### config.mk
export PLATFORM = sky130hd
export DESIGN_NAME = fifo_read_agent
export DESIGN_NICKNAME = d
export VERILOG_FILES = /design/src/rtl/fifo_read_agent.sv
export SDC_FILE = /design/constraint.sdc
export NUM_CORES = 1
export LEC_CHECK = 0
export BUFFER_PORTS_ARGS = -buffer_cell sky130_fd_sc_hd__buf_2
export CAP_MARGIN = 20
export CELL_PAD_IN_SITES_DETAIL_PLACEMENT = 0
export CELL_PAD_IN_SITES_GLOBAL_PLACEMENT = 1
export CORE_MARGIN = 3
export CORE_UTILIZATION = 25
export DETAILED_ROUTE_END_ITERATION = 10
export GPL_ROUTABILITY_DRIVEN = 0
export PLACE_DENSITY = 0.44
export SLEW_MARGIN = 10
export SYNTH_ARGS = -nofsm -noshare
export SYNTH_HDL_FRONTEND = slang
export SYNTH_SLANG_ARGS = --single-unit
export TNS_END_PERCENT = 50
### constraint.sdc
create_clock -name clk -period 9.3 [get_ports clk]
set_clock_uncertainty 0.2 [all_clocks]
set_input_delay 0.93 -clock clk [delete_from_list [all_inputs] [get_ports clk]]
set_output_delay 0.93 -clock clk [all_outputs]
set_load 0.01 [all_outputs]
### src/rtl/fifo_read_agent.sv
// fifo_read_agent: reader-side agent for a fixed-latency FIFO read port.
// Credit-gated reads, in-flight tag tracking, skid buffer, valid/ready output.
// Revision: 1.0
`default_nettype none

module fifo_read_agent #(
  parameter int DATA_WIDTH   = 4,
  parameter int READ_LATENCY = 4,
  parameter int SKID_DEPTH   = 8
) (
  input  logic                  clk,
  input  logic                  rst_n,
  input  logic                  enable,
  input  logic                  fifo_empty,
  output logic                  fifo_read_en,
  input  logic [DATA_WIDTH-1:0] fifo_data,
  output logic                  m_valid,
  input  logic                  m_ready,
  output logic [DATA_WIDTH-1:0] m_data,
  output logic                  busy,
  output logic [7:0]            rd_count
);

  localparam int PTR_W = $clog2(SKID_DEPTH);
  localparam int CNT_W = PTR_W + 2;

  typedef enum logic [1:0] {
    ST_IDLE  = 2'd0,
    ST_RUN   = 2'd1,
    ST_DRAIN = 2'd2
  } state_e;

  state_e                  state_q, state_d;
  logic [READ_LATENCY-1:0] tag_q, tag_d;
  logic [CNT_W-1:0]        inflight_q, inflight_d;
  logic [CNT_W-1:0]        buf_count_q, buf_count_d;
  logic [PTR_W-1:0]        wr_ptr_q, wr_ptr_d;
  logic [PTR_W-1:0]        rd_ptr_q, rd_ptr_d;
  logic [7:0]              rd_count_q, rd_count_d;
  logic [DATA_WIDTH-1:0]   mem [SKID_DEPTH];

  logic             capture;
  logic             pop;
  logic [CNT_W-1:0] outstanding;

  // Every issued read holds a credit until its word leaves the buffer,
  // so a capture can never land in a full buffer without a matching pop.
  assign outstanding  = inflight_q + buf_count_q;
  assign fifo_read_en = enable & ~fifo_empty & (outstanding < CNT_W'(SKID_DEPTH)) & rst_n;
  assign capture      = tag_q[READ_LATENCY-1];
  assign m_valid      = (buf_count_q != '0);
  assign pop          = m_valid & m_ready;
  assign m_data       = mem[rd_ptr_q];
  assign busy         = (state_q != ST_IDLE);
  assign rd_count     = rd_count_q;

  generate
    if (READ_LATENCY == 1) begin : g_tag_single
      assign tag_d = fifo_read_en;
    end else begin : g_tag_shift
      assign tag_d = {tag_q[READ_LATENCY-2:0], fifo_read_en};
    end
  endgenerate

  always_comb begin
    inflight_d  = inflight_q + CNT_W'(fifo_read_en) - CNT_W'(capture);
    buf_count_d = buf_count_q + CNT_W'(capture) - CNT_W'(pop);
    wr_ptr_d    = capture ? wr_ptr_q + PTR_W'(1) : wr_ptr_q;
    rd_ptr_d    = pop ? rd_ptr_q + PTR_W'(1) : rd_ptr_q;
    rd_count_d  = pop ? rd_count_q + 8'd1 : rd_count_q;
  end

  always_comb begin
    state_d = state_q;
    case (state_q)
      ST_IDLE: begin
        if (enable) state_d = ST_RUN;
      end
      ST_RUN: begin
        if (!enable) state_d = (outstanding != '0) ? ST_DRAIN : ST_IDLE;
      end
      ST_DRAIN: begin
        if (enable)                   state_d = ST_RUN;
        else if (outstanding == '0)   state_d = ST_IDLE;
      end
      default: state_d = ST_IDLE;
    endcase
  end

  always_ff @(posedge clk or negedge rst_n) begin
    if (!rst_n) begin
      state_q     <= ST_IDLE;
      tag_q       <= '0;
      inflight_q  <= '0;
      buf_count_q <= '0;
      wr_ptr_q    <= '0;
      rd_ptr_q    <= '0;
      rd_count_q  <= '0;
    end else begin
      state_q     <= state_d;
      tag_q       <= tag_d;
      inflight_q  <= inflight_d;
      buf_count_q <= buf_count_d;
      wr_ptr_q    <= wr_ptr_d;
      rd_ptr_q    <= rd_ptr_d;
      rd_count_q  <= rd_count_d;
    end
  end

  // Storage needs no reset; entries are only observed once buf_count covers them.
  always_ff @(posedge clk) begin
    if (capture) mem[wr_ptr_q] <= fifo_data;
  end

endmodule

`default_nettype wire

==> flow_summary.toml <==
[placed_design]
placed_area_um2 = 3110
placed_cells = 357
portBuffers = 23
hpwlAfterDp_um = 3610

[route]
drt_pass1_iterations = 4
vias = 1494
route.detailed.drc = 0
wl_per_cell_um = 13.9
antenna_left = 0
wl_um = 5190
drt_iter0_markers = 57
vias_per_cell = 4.01

[clocking]
cts-resized-gates = 0
holdBufCountCts = 0
path_clk_slew_ns = 0.06
htreeDepth = 3
cts_setup_buffers = 0
cts_tree = "done"
cts_buffers = 9
cts-root-buf = "clkbuf_16"
clock-sinks = 62
clock_path_buffers = 2
clk_latency_ns = 0.32

[sta]
period_minus_slack_ns = 3.48
period_share = 0.375
fmax_ghz = 0.287
worst_pin_slew_ns = 0.835
rsz0062_at_grt = "no"
slew_headroom = 0.439
finalHoldViolations = 0
setup_viol = 0
tns_ns = 0
report.final.slew_viol_count = 0

[final_layout]
drive_gt1_frac = 0.249
final_area_um2 = 3440
fin_nets = 258
final_cells = 373
diodes = 0
synthToLayoutAreaGrowth_pct = 22.0

[critical_path]
startpoint_type = "register"
setup.reg_to_reg.worst_slack_ns = 6.07
r2r_start = "buf_count_q[0]"
crit_fanout = 3
end_kind = "output pin"
critPathRequiredTime_ns = 8.17
cp.arrival_ns = 2.35
critical_path.startpoint = "buf_count_q[0]"
crit_type = "register to output pin"
rr_worst_depth = 14
r2r-end = "inflight_q[4]"

[global_route]
grt_usage = 0.0919
grt_antenna_before_repair = 0
grt-ovfl-total = 0
grt_pass1_wl_um = 8840
grt_pass1_vias = 1652
grt_max_degree = 32

[logic_synthesis]
yosysTopAreaCell = "edfxtp_1"
ys_top_cells_by_area = "edfxtp_1, dfrtp_1, ha_1"
synth_commonest_cells = "edfxtp_1, dfrtp_1, ha_1"
yosysTopAreaCellShare = 0.341
post_synth.cell_area_avg_um2 = 14.4
synth.cell_area_um2 = 2820
yosysMostFrequentCell = "edfxtp_1"
ys_warn_count = 0
ys.flop_type = "edfxtp_1"
synth-edff-count = 32
syn_inst = 195
synth_cell_types = 28
syn_nets = 225
ys_ff_latch = 62
yosysSeqAreaShare = 0.608
synth-async-reset-ratio = 0.484

[power_and_ir_drop]
p_leak_uw = 0.00143
p_per_area_nw_per_um2 = 348
irDropWorstVdd_mv = 0.125

[min_path]
hold_path.startpoint = "tag_q[1]"
min_path_cells = 0
hold_class = "register to register"
min_to = "tag_q[2]"

[die]
dieArea_um2 = 12600
die_height_um = 112
initial_core_util = 0.258
die_w_um = 112
core-area_um2 = 10900
rows = 38
pin_count = 24

[run]
drv_cap = 0

[outcome]
status = "complete, no violations"
-- worst max-delay path, cell delays in order, from the launching register on --
cell and delay, ns:
dfrtp_1 0.38, ha_1 0.18, inv_1 0.05, fa_1 0.38, nand2b_1 0.15, a21oi_1 0.16
xnor2_1 0.11, nor4_1 0.39, buf_2 0.22
-- registers in the layout (all words and copies together), names as in the netlist --
name         flops
wr_ptr_q         3
rd_count         8
state_q          2
tag_q            4
buf_count_q      5
rd_ptr_q         3
mem             32
inflight_q       5
-- metrics by stage --
step | hold slack (ns) | total power [uW] | util | setup WS (ns)
after floorplan | 0.131 | 734 | - | 6.03
after global placement | 0.133 | 862 | 0.284 | 6.03
after detailed placement | 0.135 | 848 | 0.284 | 6.00
after CTS | 0.148 | 1220 | 0.314 | 5.75
after global routing | 0.156 | 1290 | 0.314 | 5.62
final | 0.147 | 1200 | 0.314 | 5.82
-- cell usage in the layout, fill, tap and decap left out, types with 5 or more instances in the layout --
cell       Yosys  routed
xnor2_1       15      15
mux2_2         5       5
mux4_2         8       8
nor2_1        14      14
xor2_1         8       8
edfxtp_1      32      32
a21oi_1        6       6
buf_2          1      23
dfrtp_1       30      30
inv_1         16      16
clkbuf_16      0       9
ha_1          18      18
nand2_1       15      15
-- worst max path at each step --
stage / endpoint / depth (start not counted)
floorplan: inflight_q[4] / 14
global placement: inflight_q[4] / 11
detailed placement: inflight_q[4] / 11
CTS: fifo_read_en / 8
global route: fifo_read_en / 8
finish: fifo_read_en / 8
-- cell type report --
class	instances	area (um2)
multi-input cells	114	1030
clock inverters	7	105
repair buffers	24	123
clock buffers	9	225
well taps	140	175
inverters	17	66.3
flip-flops and latches	62	1710
fillers	1115	7500
-- metal layers --
layer / GRT usage / vias up / part of all wire
met5: 0 / - / 0
met1: 0.124 / 721 / 0.51
li1: - / 748 / -
met2: 0.135 / 17 / 0.45
met3: 0.0356 / 8 / 0.031
met4: 0.0313 / 0 / 0.014
-- report_power, final --
group | switching, uW | leakage (uW) | internal, uW
Sequential | 80.8 | 0.000660 | 352
Clock | 128 | 0.000159 | 239
Combinational | 185 | 0.000615 | 210
Total | 394 | 0.00143 | 801
-- kinds of logic (layout without fill, tap and decap cells) --
| logic type | Yosys count | count (layout) | share of synthesized area |
|---|---|---|---|
| flip-flops | 62 | 62 | 0.608 |
| AO/OA/AOI/OAI | 11 | 11 | 0.0244 |
| buffers and inverters | 19 | 57 | 0.0267 |
| AND/OR/NAND/NOR | 46 | 46 | 0.0844 |
| XOR/XNOR | 23 | 23 | 0.0715 |
| adder cells (fa/ha/maj) | 21 | 21 | 0.101 |
| multiplexers | 13 | 13 | 0.0840 |
Power figures use the tool's default switching activity.
